[config.mk]
export PLATFORM = sky130hd
export DESIGN_NAME = vga_scanout
export DESIGN_NICKNAME = d
export VERILOG_FILES = /design/src/rtl/vga_scanout.sv
export SDC_FILE = /design/constraint.sdc
export NUM_CORES = 1
export LEC_CHECK = 0
export BUFFER_PORTS_ARGS = -buffer_cell sky130_fd_sc_hd__buf_2
export CORE_MARGIN = 3
export CORE_UTILIZATION = 60
export DETAILED_ROUTE_END_ITERATION = 8
export PLACE_DENSITY = 0.9
export SLEW_MARGIN = 25
export SYNTH_ARGS = -nofsm -noshare
export SYNTH_HDL_FRONTEND = slang
export SYNTH_SLANG_ARGS = --single-unit
[constraint.sdc]
create_clock -name clk -period 3.5 [get_ports clk]
set_clock_uncertainty 0.15 [all_clocks]
set_input_delay 0.175 -clock clk [delete_from_list [all_inputs] [get_ports clk]]
set_output_delay 0.175 -clock clk [all_outputs]
set_load 0.02 [all_outputs]
[src/rtl/vga_scanout.sv]
// VGA raster timing generator and two-stage pixel fetch: S1 issues frame buffer reads,
// S2 drives rgb/hsync/vsync. Define VGA_TEST_PATTERN_EN to add the test_pat colour-bar input.
module vga_scanout #(
    parameter int H_ACTIVE = 640,
    parameter int H_FP     = 16,
    parameter int H_SYNC   = 96,
    parameter int H_BP     = 48,
    parameter int V_ACTIVE = 480,
    parameter int V_FP     = 10,
    parameter int V_SYNC   = 2,
    parameter int V_BP     = 33,
    parameter int COLOR_W  = 3
) (
    input  logic               clk,
    input  logic               rst,
    input  logic               pix_en,
    output logic               rd_en,
    output logic [9:0]         rd_x,
    output logic [9:0]         rd_y,
    input  logic [COLOR_W-1:0] rd_data,
    output logic               hsync,
    output logic               vsync,
    output logic [COLOR_W-1:0] rgb,
    output logic               frame_start,
    output logic               vblank_start
`ifdef VGA_TEST_PATTERN_EN
    ,
    input  logic               test_pat
`endif
);

    localparam logic [9:0] H_VIS    = 10'(H_ACTIVE);
    localparam logic [9:0] V_VIS    = 10'(V_ACTIVE);
    localparam logic [9:0] H_LAST   = 10'(H_ACTIVE + H_FP + H_SYNC + H_BP - 1);
    localparam logic [9:0] V_LAST   = 10'(V_ACTIVE + V_FP + V_SYNC + V_BP - 1);
    localparam logic [9:0] V_VIS_LAST = 10'(V_ACTIVE - 1);
    localparam logic [9:0] HS_START = 10'(H_ACTIVE + H_FP);
    localparam logic [9:0] HS_END   = 10'(H_ACTIVE + H_FP + H_SYNC);
    localparam logic [9:0] VS_START = 10'(V_ACTIVE + V_FP);
    localparam logic [9:0] VS_END   = 10'(V_ACTIVE + V_FP + V_SYNC);

    logic [9:0]         h_cnt;
    logic [9:0]         v_cnt;
    logic               h_last;
    logic               v_last;
    logic               visible;
    logic               hs_raw;
    logic               vs_raw;
    logic               vis_s1;
    logic               hs_s1;
    logic               vs_s1;
    logic [COLOR_W-1:0] rgb_next;

    assign h_last  = (h_cnt == H_LAST);
    assign v_last  = (v_cnt == V_LAST);
    assign visible = (h_cnt < H_VIS) && (v_cnt < V_VIS);
    assign hs_raw  = !((h_cnt >= HS_START) && (h_cnt < HS_END));
    assign vs_raw  = !((v_cnt >= VS_START) && (v_cnt < VS_END));

    // Raster counters: horizontal wraps into a vertical increment.
    always_ff @(posedge clk) begin
        // NOTE: sequential state uses non-blocking assignments so every register samples pre-edge values.
        if (rst) begin
            h_cnt <= '0;
            v_cnt <= '0;
        end else if (pix_en) begin
            if (h_last) begin
                h_cnt <= '0;
                v_cnt <= v_last ? '0 : v_cnt + 10'd1;
            end else begin
                h_cnt <= h_cnt + 10'd1;
            end
        end
    end

    // S1: read request plus the sync/visibility that must travel alongside it.
    always_ff @(posedge clk) begin
        if (rst) begin
            rd_en  <= 1'b0;
            rd_x   <= '0;
            rd_y   <= '0;
            vis_s1 <= 1'b0;
            hs_s1  <= 1'b1;
            vs_s1  <= 1'b1;
        end else if (pix_en) begin
            rd_en  <= visible;
            vis_s1 <= visible;
            hs_s1  <= hs_raw;
            vs_s1  <= vs_raw;
            if (visible) begin
                rd_x <= h_cnt;
                rd_y <= v_cnt;
            end
        end
    end

    always_comb begin
        // NOTE: default assigned first so no path leaves rgb_next unassigned (no latch).
        rgb_next = '0;
        if (vis_s1) begin
            rgb_next = rd_data;
`ifdef VGA_TEST_PATTERN_EN
            // rd_x still holds the column of the pixel now in S2.
            if (test_pat) rgb_next = COLOR_W'(rd_x[8:6]);
`endif
        end
    end

    // S2: pin stage, aligned with returned frame buffer data.
    always_ff @(posedge clk) begin
        if (rst) begin
            rgb   <= '0;
            hsync <= 1'b1;
            vsync <= 1'b1;
        end else if (pix_en) begin
            rgb   <= rgb_next;
            hsync <= hs_s1;
            vsync <= vs_s1;
        end
    end

    // Strobes fire on the wrapping tick and self-clear on the next clk.
    always_ff @(posedge clk) begin
        if (rst) begin
            frame_start  <= 1'b0;
            vblank_start <= 1'b0;
        end else begin
            frame_start  <= pix_en && h_last && v_last;
            vblank_start <= pix_en && h_last && (v_cnt == V_VIS_LAST);
        end
    end

endmodule

---- Word-level counts from Yosys, hierarchy flattened ----
Index checks and enable logic that the tools add are counted.
word-level totals
  bits in registers ....................... 50
  bits of input ports ..................... 6
  logic and storage cells ................. 36
  output and inout port bits .............. 28
cells by class
  add/subtract/negate cells ............... 2
  $lt $le $gt $ge ......................... 6
  reductions and logical operators ........ 10
  muxes and demuxes ....................... 3
  eq/ne operators ......................... 3
operator list
  cell                                                                number
  adder 10 x 1 -> 10 bit, second input constant                       2
  equality test 10 bit, second input constant                         2
  < comparator 10 bit, second input constant                          2
  < comparator 10 x 9 -> 1 bit, second input constant                 2
  two-way mux 10 bit                                                  2
  equality test 10 x 9 -> 1 bit, second input constant                1
  greater-or-equal comparator 10 bit, second input constant           1
  greater-or-equal comparator 10 x 9 -> 1 bit, second input constant  1
  logical AND 1 bit                                                   6
  AND reduction 2 bit                                                 2
  two-way mux 3 bit                                                   1
  zero test 1 bit                                                     2

---- Depth between registers and ports, before layout ----
  depth in word-level cells ............... 3
  gate-level depth with buffers ........... 7
  depth with buffers taken out ............ 6

---- Worst setup path before layout ----
OpenSTA, ideal clock, no wires.
  path type ............................... register -> register
  start ................................... register h_cnt[0]
  end ..................................... register v_cnt[6]
  data required time ...................... 3.280 ns
  clock period less this slack ............ 1.940 ns
  setup slack ............................. 1.560 ns
  library setup time ...................... 0.070 ns
  buffers on the path ..................... 0
  data arrival time ....................... 1.720 ns
  cell stages (with the launch flop) ...... 6
  cell sequence ........................... dfxtp_1 > ha_1 > nand4b_1 > or4_4 > or3_1 > a21oi_1
on the way
  word-level cells in the longest chain between the ends .. 2
RTL lines
  item                           line  RTL
  from (decl)                    42    logic [9:0] h_cnt;
  from (signal assigned)         71    h_cnt <= h_cnt + 10'd1;
  equality test 10 bit           54    assign h_last = (h_cnt == H_LAST);
  AND reduction 2 bit (no line)  --
  to (signal assigned)           69    v_cnt <= v_last ? '0 : v_cnt + 10'd1;
  to (decl)                      43    logic [9:0] v_cnt;
No other way between the ends.
A chain may end at the register's enable or synchronous reset.

---- Worst setup path in the final report ----
  start ................................... register h_cnt[1]
  end ..................................... register v_cnt[3]
Same word-level chain as after synthesis.

==> flow_summary.html <==
<table>
<tr><th>Metric</th><th>Value</th></tr>
<tr><th colspan="2">Status</th></tr>
<tr><td>Status</td><td>complete, no violations</td></tr>
<tr><th colspan="2">Placement</th></tr>
<tr><td>Count of input and output buffers</td><td>33</td></tr>
<tr><td>Cell count after placement</td><td>297</td></tr>
<tr><td>Routability congestion estimate from global placement</td><td>0.806</td></tr>
<tr><td>HPWL after detailed placement</td><td>2.65 mm</td></tr>
<tr><th colspan="2">Setup path</th></tr>
<tr><td>Critical Path RT</td><td>3.62 ns</td></tr>
<tr><td>Worst reg2reg setup slack</td><td>1.30 ns</td></tr>
<tr><td>Number of cells on the worst reg-to-reg path</td><td>5</td></tr>
<tr><td>Startpoint-to-endpoint class of the critical path</td><td>reg -&gt; reg</td></tr>
<tr><td>Worst reg2reg path startpoint</td><td>h_cnt[1]</td></tr>
<tr><td>Kind of capture point of the worst setup path</td><td>flip-flop</td></tr>
<tr><td>Data arrival time of the critical path</td><td>2.32 ns</td></tr>
<tr><td>Peak fanout along the critical path</td><td>8</td></tr>
<tr><td>Capture point of the worst reg-to-reg path</td><td>v_cnt[3]</td></tr>
<tr><td>Worst Setup Start Kind</td><td>flip-flop</td></tr>
<tr><th colspan="2">Clock network</th></tr>
<tr><td>TritonCTS clock tree</td><td>built</td></tr>
<tr><td>Worst-path clk slew</td><td>0.15 ns</td></tr>
<tr><td>H-Tree Depth</td><td>2</td></tr>
<tr><td>TritonCTS sink count</td><td>50</td></tr>
<tr><td>Post-CTS Setup Bufs</td><td>0</td></tr>
<tr><td>Clk root buf</td><td>clkbuf_4</td></tr>
<tr><td>CTS buffer count</td><td>5</td></tr>
<tr><td>Number of resized instances in the post-cts repair step</td><td>0</td></tr>
<tr><td>Clock latency on the worst-skew pair</td><td>0.38 ns</td></tr>
<tr><td>Clock Tree Buf Depth</td><td>2</td></tr>
<tr><th colspan="2">Global route</th></tr>
<tr><td>Overall routing resource usage</td><td>19.7%</td></tr>
<tr><td>Largest net degree at the start of global routing</td><td>36</td></tr>
<tr><td>Global-route wire length before repair</td><td>6.58 mm</td></tr>
<tr><td>Number of global-route vias before repair</td><td>1,512</td></tr>
<tr><td>Antenna violations before repair</td><td>0</td></tr>
<tr><td>Overflow left after global routing</td><td>0</td></tr>
<tr><th colspan="2">Timing</th></tr>
<tr><td>Fraction of the cycle the final worst path needs</td><td>62.8%</td></tr>
<tr><td>Maximum operating frequency</td><td>455 MHz</td></tr>
<tr><td>Sum of negative setup slack</td><td>0 ns</td></tr>
<tr><td>Transition time of the tightest slew-check pin</td><td>0.591 ns</td></tr>
<tr><td>Final hold violation count</td><td>0</td></tr>
<tr><td>Setup violation total in the final timing report</td><td>0</td></tr>
<tr><td>Setup repair after global routing missed its margin</td><td>no</td></tr>
<tr><td>Number of max-slew violations in the final report</td><td>0</td></tr>
<tr><td>Headroom to the max-slew limit</td><td>60.6%</td></tr>
<tr><td>Shortest clock period the worst path allows after layout</td><td>2.20 ns</td></tr>
<tr><th colspan="2">Floorplan</th></tr>
<tr><td>Die extent in x</td><td>66.1 um</td></tr>
<tr><td>Area enclosed by the die boundary</td><td>4370 um2</td></tr>
<tr><td>Number of ports placed on the die boundary</td><td>34</td></tr>
<tr><td>Starting Density</td><td>63.4%</td></tr>
<tr><td>Placeable Area</td><td>3420 um2</td></tr>
<tr><td>Die Height</td><td>66.1 um</td></tr>
<tr><td>Row Count</td><td>21</td></tr>
<tr><th colspan="2">Worst hold path</th></tr>
<tr><td>Hold Path Class</td><td>in -&gt; reg</td></tr>
<tr><td>Hold path startpoint</td><td>pix_en</td></tr>
<tr><td>Count of cells along the worst hold path</td><td>3</td></tr>
<tr><td>Min-Delay Endpoint</td><td>rgb[2]</td></tr>
<tr><th colspan="2">Logic synthesis</th></tr>
<tr><td>Most frequently used flop master after synthesis</td><td>dfxtp_1</td></tr>
<tr><td>Synth Register Bits</td><td>50</td></tr>
<tr><td>Number of enable flip-flop cells after synthesis</td><td>0</td></tr>
<tr><td>Yosys cell types</td><td>40</td></tr>
<tr><td>Ys async rst share</td><td>0%</td></tr>
<tr><td>Warnings from Yosys</td><td>0</td></tr>
<tr><td>Fraction of the yosys area taken by sequential cells</td><td>46.2%</td></tr>
<tr><td>Post-synthesis cell area</td><td>2170 um2</td></tr>
<tr><td>Cells after Synth</td><td>231</td></tr>
<tr><td>Net count after synthesis</td><td>241</td></tr>
<tr><td>Mean post-synth cell area</td><td>9.38 um2</td></tr>
<tr><th colspan="2">Routing</th></tr>
<tr><td>Routed wire length per instance</td><td>12.7 um</td></tr>
<tr><td>Initial DRT Pass Iterations</td><td>4</td></tr>
<tr><td>Number of DRC markers after the initial detailed-route iteration</td><td>140</td></tr>
<tr><td>Via count</td><td>1,698</td></tr>
<tr><td>Number of routed nets with antenna violations</td><td>0</td></tr>
<tr><td>Drt via density</td><td>5.51</td></tr>
<tr><td>Number of remaining DRC errors</td><td>0</td></tr>
<tr><td>Sum of routed wire length over all layers</td><td>3.91 mm</td></tr>
<tr><th colspan="2">Power</th></tr>
<tr><td>Static Leakage</td><td>0.974 nW</td></tr>
<tr><td>Maximum vdd ir drop</td><td>0.299 mV</td></tr>
<tr><td>PD cells</td><td>374 nW/um2</td></tr>
<tr><th colspan="2">Cells and area</th></tr>
<tr><td>Most common cell after layout, fill and taps aside</td><td>dfxtp_1</td></tr>
<tr><td>Commonest cells after routing, fill and taps aside</td><td>dfxtp_1 (50), nor2_1 (34), buf_2 (33), mux2i_1 (18), a21oi_1 (14)</td></tr>
<tr><td>Total Nets Final</td><td>271</td></tr>
<tr><td>Syn-to-layout area delta</td><td>11.1%</td></tr>
<tr><td>Antenna fix cells</td><td>0</td></tr>
<tr><td>Fillers</td><td>261</td></tr>
<tr><td>Final std cells w/o fill</td><td>308</td></tr>
<tr><td>Share of final-layout standard cells stronger than drive strength 1</td><td>20.6%</td></tr>
<tr><th colspan="2">Job</th></tr>
<tr><td>Maximum Capacitance Violations</td><td>0</td></tr>
</table>
==> cells by family after synthesis <==
| group | share of synthesized area (%) |
|---|---|
| buf+inv | 4.79 |
| flops | 46.2 |
| fa+ha+maj | 2.31 |
| simple gates | 26.3 |
| xor+xnor | 5.26 |
| compound gates | 6.76 |
| mux | 8.32 |
==> critical path: stages (launching register included) <==
cell      delay [ns]
dfxtp_1         0.48
ha_1            0.34
nand3b_1        0.20
or3_2           0.50
o21bai_2        0.34
nor2_1          0.09
==> layer usage <==
layer	wire length, um	global-route usage [%]	vias to the layer above	part of all wire [%]
li1	-	-	858	-
met3	162	4.59	7	4.1
met4	72	9.14	0	1.8
met5	0	0	-	0
met2	1850	31.5	33	47
met1	1830	24.9	800	47
==> cell usage after synthesis, types with 2 or more instances <==
cell type	n	area, um2
nor2_1	34	128
nor4_1	3	18.8
nand3_1	9	45.0
dfxtp_1	50	1000
or3_1	3	18.8
xor2_1	9	78.8
a21oi_1	14	70.1
ha_1	4	50.1
buf_2	4	20.0
nand2b_1	5	31.3
nand4b_1	3	26.3
nand4_1	9	56.3
mux2i_1	18	180
clkbuf_1	6	22.5
nor2b_1	2	12.5
nand3b_1	3	22.5
nor3_1	5	25.0
or2_2	3	18.8
and3_1	3	18.8
or4_4	2	22.5
a211o_1	2	17.5
xnor2_1	4	35.0
o21ai_0	8	40.0
buf_6	2	22.5
inv_1	7	26.3
nor4b_1	2	17.5
nand2_1	4	15.0
==> layout make-up <==
| cell class | instances | area (um2) | area share (%) |
|---|---|---|---|
| multi-input combinational | 160 | 1060 | 44.1 |
| sequential | 50 | 1000 | 41.6 |
| timing repair buffer | 37 | 203 | 8.42 |
| tap | 46 | 57.6 | 2.39 |
| clock buffer | 5 | 37.5 | 1.56 |
| inverter | 7 | 26.3 | 1.09 |
| clock inverter | 3 | 21.3 | 0.884 |
==> metrics by stage <==
stage | total power [mW] | worst slack [ns] | utilization [%] | hold slack (ns) | instance area [um2]
floorplan | 0.635 | 1.56 | - | 0.193 | 2170
global placement | 0.646 | 1.43 | 67.9 | 0.295 | 2320
detailed placement | 0.648 | 1.32 | 67.9 | 0.309 | 2320
CTS | 0.903 | 1.30 | 70.5 | 0.0945 | 2410
global route | 0.933 | 1.17 | 70.5 | 0.109 | 2410
finish | 0.899 | 1.30 | 70.5 | 0.0956 | 2410
==> state kept, by name (all words and copies together) (netlist names) <==
signal,count
hsync,1
h_cnt,10
v_cnt,10
rd_y,10
vs_s1,1
frame_start,1
vblank_start,1
vsync,1
vis_s1,1
rd_x,10
rgb,3
hs_s1,1
==> timing repair <==
| item | CTS | global route |
|---|---|---|
| hold buffers | 3 | 0 |
| hold endpoints to repair | 3 | 0 |
| setup endpoints to repair | 0 | 0 |
==> how the worst max path moves through the flow <==
stage	start	end	slack (ns)	cells past startpoint
after floorplan	h_cnt[0]	v_cnt[6]	1.56	5
after global placement	h_cnt[0]	v_cnt[2]	1.43	5
after detailed placement	h_cnt[0]	v_cnt[5]	1.32	5
after CTS	h_cnt[0]	v_cnt[5]	1.30	5
after global routing	h_cnt[0]	v_cnt[8]	1.17	5
final	h_cnt[1]	v_cnt[3]	1.30	5
==> power breakdown <==
| group | switching [mW] | leakage, nW | total, mW | internal [mW] |
|---|---|---|---|---|
| combinational | 0.0326 | 0.539 | 0.0538 | 0.0211 |
| sequential | 0.00725 | 0.404 | 0.584 | 0.576 |
| clock | 0.184 | 0.0312 | 0.262 | 0.0783 |
No activity file was read; power rests on OpenSTA's default activity.
